[src/rtl/text_overlay_pkg.sv]
// Shared definitions for the text overlay generators.
//   mode_e      : overlay animation mode encodings
//   LOGO_BITMAP : default team logo, row r / column c at bit r*LOGO_W + c
//                 (column 0 is the LSB of each row and is drawn leftmost)
//   clog2_min1  : $clog2 that never returns 0, for sizing counters/indices
package text_overlay_pkg;

    typedef enum logic [1:0] {
        MODE_STATIC       = 2'b00,
        MODE_SCROLL       = 2'b01,
        MODE_BLINK        = 2'b10,
        MODE_SCROLL_BLINK = 2'b11
    } mode_e;

    localparam int unsigned LOGO_W = 60;
    localparam int unsigned LOGO_H = 10;

    // Rows listed bottom (row 9) to top (row 0); each row is 60 bits.
    localparam logic [LOGO_W*LOGO_H-1:0] LOGO_BITMAP = {
        60'hFFFFFFFFFFFFFFF,
        60'h800000000000001,
        60'h8A5A5A5A5A5A5A1,
        60'h8A5A5A5A5A5A5A1,
        60'h8C3C3C3C3C3C3C1,
        60'h8C3C3C3C3C3C3C1,
        60'h8A5A5A5A5A5A5A1,
        60'h8A5A5A5A5A5A5A1,
        60'h800000000000001,
        60'hFFFFFFFFFFFFFFF
    };

    function automatic int unsigned clog2_min1(input int unsigned v);
        return (v <= 1) ? 1 : $clog2(v);
    endfunction

endpackage

[src/rtl/text_marquee_timer.sv]
// Frame-rate dividers for the text marquee.
//   clk, rst_n     : pixel clock, asynchronous active-low reset
//   i_frame_start  : one-cycle pulse per frame
//   i_enable       : overlay enable; low clears all divider state
//   i_mode         : animation mode (bit 0 scroll, bit 1 blink)
//   o_scroll_pos   : current scroll offset in cells, 0..BMP_W-1
//   o_blink_off    : high during the dark half of the blink period
module text_marquee_timer
    import text_overlay_pkg::*;
#(
    parameter int unsigned BMP_W      = 60,
    parameter int unsigned SCROLL_DIV = 2,
    parameter int unsigned BLINK_DIV  = 30
) (
    input  logic                            clk,
    input  logic                            rst_n,
    input  logic                            i_frame_start,
    input  logic                            i_enable,
    input  logic [1:0]                      i_mode,
    output logic [clog2_min1(BMP_W)-1:0]    o_scroll_pos,
    output logic                            o_blink_off
);

    localparam int unsigned PW = clog2_min1(BMP_W);
    localparam int unsigned SW = clog2_min1(SCROLL_DIV);
    localparam int unsigned BW = clog2_min1(BLINK_DIV);

    logic [SW-1:0] r_scroll_cnt, w_scroll_cnt_nxt;
    logic [PW-1:0] r_scroll_pos, w_scroll_pos_nxt;
    logic [BW-1:0] r_blink_cnt,  w_blink_cnt_nxt;
    logic          r_blink_off,  w_blink_off_nxt;

    logic w_scroll_en;
    logic w_blink_en;

    assign w_scroll_en = (i_mode == MODE_SCROLL) || (i_mode == MODE_SCROLL_BLINK);
    assign w_blink_en  = (i_mode == MODE_BLINK)  || (i_mode == MODE_SCROLL_BLINK);

    always_comb begin
        w_scroll_cnt_nxt = r_scroll_cnt;
        w_scroll_pos_nxt = r_scroll_pos;
        w_blink_cnt_nxt  = r_blink_cnt;
        w_blink_off_nxt  = r_blink_off;
        if (!i_enable) begin
            // Clear wins over a coincident frame strobe.
            w_scroll_cnt_nxt = '0;
            w_scroll_pos_nxt = '0;
            w_blink_cnt_nxt  = '0;
            w_blink_off_nxt  = 1'b0;
        end else if (i_frame_start) begin
            if (w_scroll_en) begin
                if (r_scroll_cnt == SW'(SCROLL_DIV - 1)) begin
                    w_scroll_cnt_nxt = '0;
                    w_scroll_pos_nxt = (r_scroll_pos == PW'(BMP_W - 1)) ? '0
                                                                       : r_scroll_pos + 1'b1;
                end else begin
                    w_scroll_cnt_nxt = r_scroll_cnt + 1'b1;
                end
            end
            if (w_blink_en) begin
                if (r_blink_cnt == BW'(BLINK_DIV - 1)) begin
                    w_blink_cnt_nxt = '0;
                    w_blink_off_nxt = ~r_blink_off;
                end else begin
                    w_blink_cnt_nxt = r_blink_cnt + 1'b1;
                end
            end
        end
    end

    always_ff @(posedge clk or negedge rst_n) begin
        if (!rst_n) begin
            r_scroll_cnt <= '0;
            r_scroll_pos <= '0;
            r_blink_cnt  <= '0;
            r_blink_off  <= 1'b0;
        end else begin
            r_scroll_cnt <= w_scroll_cnt_nxt;
            r_scroll_pos <= w_scroll_pos_nxt;
            r_blink_cnt  <= w_blink_cnt_nxt;
            r_blink_off  <= w_blink_off_nxt;
        end
    end

    assign o_scroll_pos = r_scroll_pos;
    assign o_blink_off  = r_blink_off;

endmodule

[src/rtl/text_marquee.sv]
// Registered bitmap text overlay with optional horizontal scroll and blink.
//   clk, rst_n         : pixel clock, asynchronous active-low reset
//   i_x, i_y           : live pixel counters
//   i_frame_start      : one-cycle pulse per frame
//   i_enable           : overlay enable
//   i_mode             : 00 static, 01 scroll, 10 blink, 11 scroll+blink
//   o_overlay_active   : pixel-on, one cycle after x/y are sampled
module text_marquee
    import text_overlay_pkg::*;
#(
    parameter int unsigned                BMP_W      = LOGO_W,
    parameter int unsigned                BMP_H      = LOGO_H,
    parameter logic [BMP_W*BMP_H-1:0]     BITMAP     = LOGO_BITMAP,
    parameter int unsigned                SCALE_LOG2 = 3,
    parameter int unsigned                ORIGIN_X   = 11,
    parameter int unsigned                ORIGIN_Y   = 38,
    parameter int unsigned                WINDOW_W   = 40,
    parameter int unsigned                SCROLL_DIV = 2,
    parameter int unsigned                BLINK_DIV  = 30
) (
    input  logic       clk,
    input  logic       rst_n,
    input  logic [9:0] i_x,
    input  logic [9:0] i_y,
    input  logic       i_frame_start,
    input  logic       i_enable,
    input  logic [1:0] i_mode,
    output logic       o_overlay_active
);

    localparam int unsigned PW = clog2_min1(BMP_W);
    localparam int unsigned IW = clog2_min1(BMP_W * BMP_H);

    logic [PW-1:0] w_scroll_pos;
    logic          w_blink_off;

    text_marquee_timer #(
        .BMP_W      (BMP_W),
        .SCROLL_DIV (SCROLL_DIV),
        .BLINK_DIV  (BLINK_DIV)
    ) u_timer (
        .clk           (clk),
        .rst_n         (rst_n),
        .i_frame_start (i_frame_start),
        .i_enable      (i_enable),
        .i_mode        (i_mode),
        .o_scroll_pos  (w_scroll_pos),
        .o_blink_off   (w_blink_off)
    );

    logic [9:0]    w_cx;
    logic [9:0]    w_cy;
    logic          w_in_range;
    logic          w_scroll_mode;
    logic          w_blink_mode;
    logic [10:0]   w_col_sum;
    logic [10:0]   w_col;
    logic [IW-1:0] w_idx;
    logic          w_pixel;
    logic          r_overlay_active;

    // Modulo-1024 subtraction: anything left of/above the origin wraps high and
    // fails the range check below.
    assign w_cx = (i_x >> SCALE_LOG2) - 10'(ORIGIN_X);
    assign w_cy = (i_y >> SCALE_LOG2) - 10'(ORIGIN_Y);

    assign w_in_range = (w_cy < 10'(BMP_H)) && (w_cx < 10'(WINDOW_W));

    assign w_scroll_mode = (i_mode == MODE_SCROLL) || (i_mode == MODE_SCROLL_BLINK);
    assign w_blink_mode  = (i_mode == MODE_BLINK)  || (i_mode == MODE_SCROLL_BLINK);

    // cx < WINDOW_W <= BMP_W and scroll_pos < BMP_W, so one subtract wraps it.
    assign w_col_sum = {1'b0, w_cx} + 11'(w_scroll_pos);

    always_comb begin
        w_col = {1'b0, w_cx};
        if (w_scroll_mode) begin
            w_col = (w_col_sum >= 11'(BMP_W)) ? (w_col_sum - 11'(BMP_W)) : w_col_sum;
        end
    end

    // Index forced to 0 when out of range so the lookup never leaves the bitmap.
    assign w_idx = w_in_range ? IW'(20'(w_cy) * 20'(BMP_W) + 20'(w_col)) : '0;

    assign w_pixel = w_in_range && BITMAP[w_idx] && !(w_blink_mode && w_blink_off);

    always_ff @(posedge clk or negedge rst_n) begin
        if (!rst_n) begin
            r_overlay_active <= 1'b0;
        end else begin
            r_overlay_active <= i_enable && w_pixel;
        end
    end

    assign o_overlay_active = r_overlay_active;

endmodule

[config.mk]
export PLATFORM = sky130hd
export DESIGN_NAME = text_marquee
export DESIGN_NICKNAME = d
export VERILOG_FILES = /design/src/rtl/text_overlay_pkg.sv /design/src/rtl/text_marquee_timer.sv /design/src/rtl/text_marquee.sv
export SDC_FILE = /design/constraint.sdc
export NUM_CORES = 1
export LEC_CHECK = 0
export ABC_AREA = 1
export BUFFER_PORTS_ARGS = -buffer_cell sky130_fd_sc_hd__buf_2
export CORE_UTILIZATION = 66
export DETAILED_ROUTE_END_ITERATION = 6
export PLACE_DENSITY = 0.93
export SLEW_MARGIN = 20
export SYNTH_ARGS = -nofsm -noshare
export SYNTH_HDL_FRONTEND = slang
export SYNTH_SLANG_ARGS = --single-unit
export TNS_END_PERCENT = 1
[constraint.sdc]
create_clock -name clk -period 6.1 [get_ports clk]
set_input_delay 0.305 -clock clk [delete_from_list [all_inputs] [get_ports clk]]
set_output_delay 0.305 -clock clk [all_outputs]
set_load 0.05 [all_outputs]
**Word-level counts from Yosys, hierarchy flattened**

Memory sizes are Yosys's and may differ from the RTL's.
Index checks and enable logic that the tools add are counted.

- Add/subtract/negate cells: 8
- Multiply operators: 1
- Magnitude comparators: 4
- Eq/ne operators: 10
- Muxes and demuxes: 21
- Bitwise operators: 1
- Reduce and logical (&&, ||, !) cells: 12

Operators by type and width:

| cell | count |
|---|---|
| $mux 10 | 3 |
| $mux 6 | 5 |
| $mux 5 | 4 |
| $add 10x6->11 | 1 |
| $ge 11x6->1 const B | 1 |
| $lt 10x11->1 const B | 1 |
| $add 10x10->10 | 1 |
| $lt 10x4->1 const B | 1 |
| $lt 10x6->1 const B | 1 |
| $mul 10x4->8 const B | 1 |
| $sub 10x6->10 const B | 1 |
| $mux 1 | 9 |
| $ne 2x1->1 const B | 4 |
| $sub 7x4->8 const B | 1 |
| $sub 7x6->8 const B | 1 |
| $add 6x1->6 const B | 1 |
| $eq 6x6->1 const B | 1 |
| $reduce_and 3->1 | 2 |
| $add 5x1->5 const B | 1 |
| $eq 5x5->1 const B | 1 |
| $logic_and 1x1->1 | 5 |
| $eq 2x2->1 const B | 2 |
| $reduce_and 2->1 | 2 |
| $eq 2x1->1 const B | 1 |
| other kinds (5) | 6 |

- Bits in registers: 14
- Bits in read-only memories: 1024
- Word-level logic and storage cells: 63
- Memories kept: 1

Memory list:

| memory | words | width | rd ports | clocked after Yosys merged registers in | wr ports | RTL line | source |
|---|---|---|---|---|---|---|---|
| (name not given) | 1024 | 1 | 1 | 0 | 0 | text_marquee.sv:85 | `assign w_pixel = w_in_range && BITMAP[w_idx] && !(w_blink_mode && w_blink_off);` |

**Logic depth before layout (Yosys ltp)**

- Depth after elaboration: 12
- Mapped depth: 39
- Depth with buffers taken out: 39

**Hierarchy**

A second synthesis with hierarchy kept.

- Cell total of the unflattened synthesis: 474
- Area total of the unflattened synthesis: 3072.9 um2

By module, submodules not included:

| module | times used | cells each | area each (um2) |
|---|---|---|---|
| text_marquee | 1 | 373 | 2290.9 |
| text_marquee_timer | 1 | 101 | 782.0 |

**Worst setup path before layout**

No wires, ideal clock.

- Kind: input to register
- Start: in i_x[3]
- End: reg r_overlay_active, in the netlist o_overlay_active
- Arrival: 3962 ps
- Slack: 2012 ps
- Cell stages on the path: 33
- Path buffers: 0
- Cell sequence: ha_1 or2_1 nand2_1 ha_1 a21oi_1 nand2_1 nand2_1 nand2_1 inv_1 ha_1 nand3_1 nor2_2 nand2_2 nand2_4 xnor2_1 o21ai_0 ha_1 inv_1 fa_1 nor2_1 nor2_1 nor2_1 nor2_1 nor2_1 inv_1 nand3_2 nand2_1 nor3_1 nor2_1 a21oi_1 a21oi_1 nand2_1 a21oi_2

- Cells in the longest elaborated chain, start to end: 12
- Elaborated cells between the ends (all ways): 15
- Classes of those cells: 4 x add/sub; 2 x order compare; 4 x mux; 4 x reduce/logical; 1 x memory

RTL lines:

| what | RTL line | source |
|---|---|---|
| from (decl) | text_marquee.sv:23 | `input logic [9:0] i_x,` |
| $sub 7x4->8 * | text_marquee.sv:64 | `assign w_cx = (i_x >> SCALE_LOG2) - 10'(ORIGIN_X);` |
| $add 10x6->11 | text_marquee.sv:73 | `assign w_col_sum = {1'b0, w_cx} + 11'(w_scroll_pos);` |
| $sub 10x6->10 / $ge 11x6->1 (equally long branches) | text_marquee.sv:78 | `w_col = (w_col_sum >= 11'(BMP_W)) ? (w_col_sum - 11'(BMP_W)) : w_col_sum;` |
| $mux 10 | text_marquee.sv:78 |  |
| $mux 10 | text_marquee.sv:77 | `if (w_scroll_mode) begin` |
| $add 10x10->10 | text_marquee.sv:83 | `assign w_idx = w_in_range ? IW'(20'(w_cy) * 20'(BMP_W) + 20'(w_col)) : '0;` |
| $mux 10 | text_marquee.sv:83 |  |
| $mem_v2 1024x1 | n/a |  |
| $mux 1 (not written as such) | text_marquee.sv:85 |  |
| $logic_and 1x1->1 * (2 in series) | text_marquee.sv:85 |  |
| $logic_and 1x1->1 * | text_marquee.sv:91 | `r_overlay_active <= i_enable && w_pixel;` |
| to (signal assigned) | text_marquee.sv:91 |  |
| to (decl) | text_marquee.sv:60 | `logic r_overlay_active;` |

Mark *: on every way between the ends. The rest lies on a longest branch, timed or not. The select of a mux whose other input is x is not followed.
A chain may end at the register's enable or synchronous reset.

**Worst setup path after layout**

Same ends and word-level chain as after synthesis.

==> impl_metrics.ini <==
[outcome]
outcome = complete, no violations

[die]
core_area_sq_um = 4140
ios = 27
dieArea_sq_um = 4710
die_height_um = 68.6
die_w_um = 68.6
fp-row-count = 23
initial_utilization_pct = 70.7

[synth]
synth.top_cell.area_share_pct = 15.4
seq_area_frac_synth_pct = 12.0
yosysTopAreaCell = nand2_1
yosysWarnings = 0
synthCells = 453
async_flop_share_pct = 100
synth.top_cells.by_count = nand2_1 (120), inv_1 (70), nand3_1 (36)
synth_cell_type_count = 43
yosys-top-cells-area = nand2_1 (15%), ha_1 (12%), dfrtp_1 (12%)
ys.flop_type = dfrtp_1
synth-seq-cells = 14
synth_nets = 517
synth.most_common_cell = nand2_1
synth_enable_flop_cells = 0
avgSynthCellArea_sq_um = 6.47
syn-cell-area_sq_um = 2930

[clocking]
cts.sinks = 14
cts_inserted_buffers = 3
cts_tree = done
cts_max_level = 1
root_buffer = clkbuf_8
cts_buffer_depth = 2
cts_resized = 0
clk_pin_slew_worst_paths_ns = 0.06
holdBufCountCts = 1
postCtsSetupRepairBufs = 0
clock_latency_ns = 0.25

[min_path]
hold_depth = 3
hp-class = in2reg
hold_end = u_timer.r_scroll_cnt
min_from = i_frame_start

[final_layout]
drive_above_1_share_pct = 13.5
finalNonFillerCells = 524
stdcell_area_sq_um = 3120
final_nets = 539
seq_area_sq_um = 350
num_antenna_cells = 0
fillCellCount = 343
area_growth_pct = 6.36
multi_input_area_sq_um = 2240
final_util_pct = 75.2

[detailed_routing]
drtAntennaViolNets = 0
post_drt_wl_per_cell_um = 12.0
drcViolationCount = 0
first_pass_iters = 4
detail_route.vias_per_cell = 5.67
routed_wl_mm = 6.27
drt_iter0_markers = 177
vias = 2970

[power]
seqPwrFrac_pct = 15.5
peakVddDrop_uv = 115
p_leak_nw = 1.69
netSwitchingPower_mw = 0.311
p_comb_share_pct = 70.1
p_per_area_nw_per_um2 = 202
p_clk_share_pct = 14.4
switching_share_pct = 49.5
p_int_mw = 0.318

[critical_path]
cp.arrival_ns = 4.84
reg2reg_slack_ns = 1.47
r2r_end = o_overlay_active
start_kind = primary input
cpPeakStageDelay_ns = 0.38
cp.buffers_inverters = 4
cp.required_ns = 6.22
cp_top_family = simple AND/OR/NAND/NOR gates
crit_fanout = 8
r2r-start = u_timer.o_scroll_pos[0]
r2r_cells = 27
cp-end-kind = register
crit_type = in2reg
cp_slowest_cell = fa_1

[place]
place_hpwl_mm = 5.27
dpl_cell_area_sq_um = 3050
place_congestion = 0.849
placement.io_buffers = 20
dp.cells = 519

[global_routing]
grt_max_degree = 15
grt_pass1_wl_mm = 10.6
track_usage_pct = 29.2
grt_pass1_vias = 2721
overflow = 0
antenna_found_initial = 0

[sta]
hold_viol_final = 0
period_needed_ns = 4.71
finalMaxSlewViolations = 0
timing.setup.tns_ns = 0
fmax_mhz = 212
finalSetupViolCount = 0
tightestPinTransition_ns = 0.484
finClkSkew_ns = 0.00571
rsz0062_at_grt = no
relSlewSlack_pct = 67.4
min_period_over_period_pct = 77.3

[run]
max_cap_viol_count = 0
[routing by layer]
layer  vias to the layer above  global-route usage [%]  part of all wire (%)
met1                      1368                    35.2                    46
met3                        11                    3.13                   3.5
met4                         0                    5.73                   1.6
met5                         -                       0                     0
li1                       1521                       -                     -
met2                        70                    55.4                    49
[area by class of cell]
| class | count | share of cell area [%] |
|---|---|---|
| multi-input cells | 357 | 71.9 |
| flip-flops and latches | 14 | 11.2 |
| inverters | 78 | 9.55 |
| repair buffers | 21 | 3.53 |
| well taps | 50 | 2.01 |
| clock buffers | 4 | 1.77 |
[metrics by stage]
step,hold WS [ns],total power [mW],setup slack (ns)
floorplan,0.00941,0.447,2.01
global placement,0.210,0.508,1.40
finish,0.356,0.629,1.39
detailed placement,0.214,0.533,1.22
CTS,0.352,0.627,1.46
global route,0.384,0.696,1.05
[power by group through the flow]
stage          clock network, mW  logic (mW)  registers, mW
2_1_floorplan                  0       0.348         0.0990
3_3_place_gp                   0       0.409         0.0990
3_5_place_dp                   0       0.433         0.0992
4_1_cts                   0.0918       0.437         0.0977
5_1_grt                   0.0958       0.502         0.0980
6_report                  0.0905       0.441         0.0978
[worst max-delay path by stage]
stage          startpoint          endpoint  slack [ns]  depth (start not counted)
5_1_grt            i_x[3]  o_overlay_active        1.05                         38
6_report           i_x[3]  o_overlay_active        1.39                         34
2_1_floorplan      i_x[3]  o_overlay_active        2.01                         33
3_3_place_gp       i_x[3]  o_overlay_active        1.40                         34
4_1_cts            i_x[3]  o_overlay_active        1.46                         34
3_5_place_dp       i_x[3]  o_overlay_active        1.22                         34
[cells by family (layout without fill, tap and decap cells)]
family	after synthesis	count (layout)	share of synthesized area, %
fa+ha+maj	38	38	18.5
xor+xnor	15	15	4.48
flops	14	14	12.0
buf+inv	82	103	11.6
compound gates	68	68	12.7
simple gates	236	236	40.8
[registers in the layout, indices dropped and copies added, names as in the netlist]
signal / count
u_timer.r_blink_cnt: 5
u_timer.o_scroll_pos: 6
u_timer.o_blink_off: 1
o_overlay_active: 1
u_timer.r_scroll_cnt: 1
[layout by cell type, fill, tap and decap left out, types with 12 or more instances in the layout]
| cell | instances |
|---|---|
| inv_1 | 70 |
| a21oi_1 | 35 |
| ha_1 | 29 |
| buf_2 | 20 |
| o21ai_0 | 19 |
| dfrtp_1 | 14 |
| nand2_1 | 120 |
| nand2_2 | 12 |
| nand3_1 | 36 |
| nor2_1 | 21 |
[worst reg2reg max path, stage by stage (launching register included)]
cell and delay (ns):
dfrtp_1 0.40, ha_1 0.22, fa_1 0.42, xor2_1 0.31
ha_1 0.26, nand3_1 0.18, nor2_2 0.17, nand2_2 0.08
nand2_4 0.10, xnor2_1 0.07, o21ai_0 0.29, ha_1 0.24
inv_1 0.06, fa_1 0.38, nor2_1 0.15, nor2_1 0.06
nor2_1 0.08, nor2_1 0.05, nor2_1 0.12, inv_1 0.07
nand3_2 0.13, nand2_1 0.09, nor3_1 0.15, nor2_1 0.07
a21oi_1 0.14, a21oi_1 0.07, nand2_1 0.08, a21oi_2 0.06
Power figures use the tool's default switching activity.
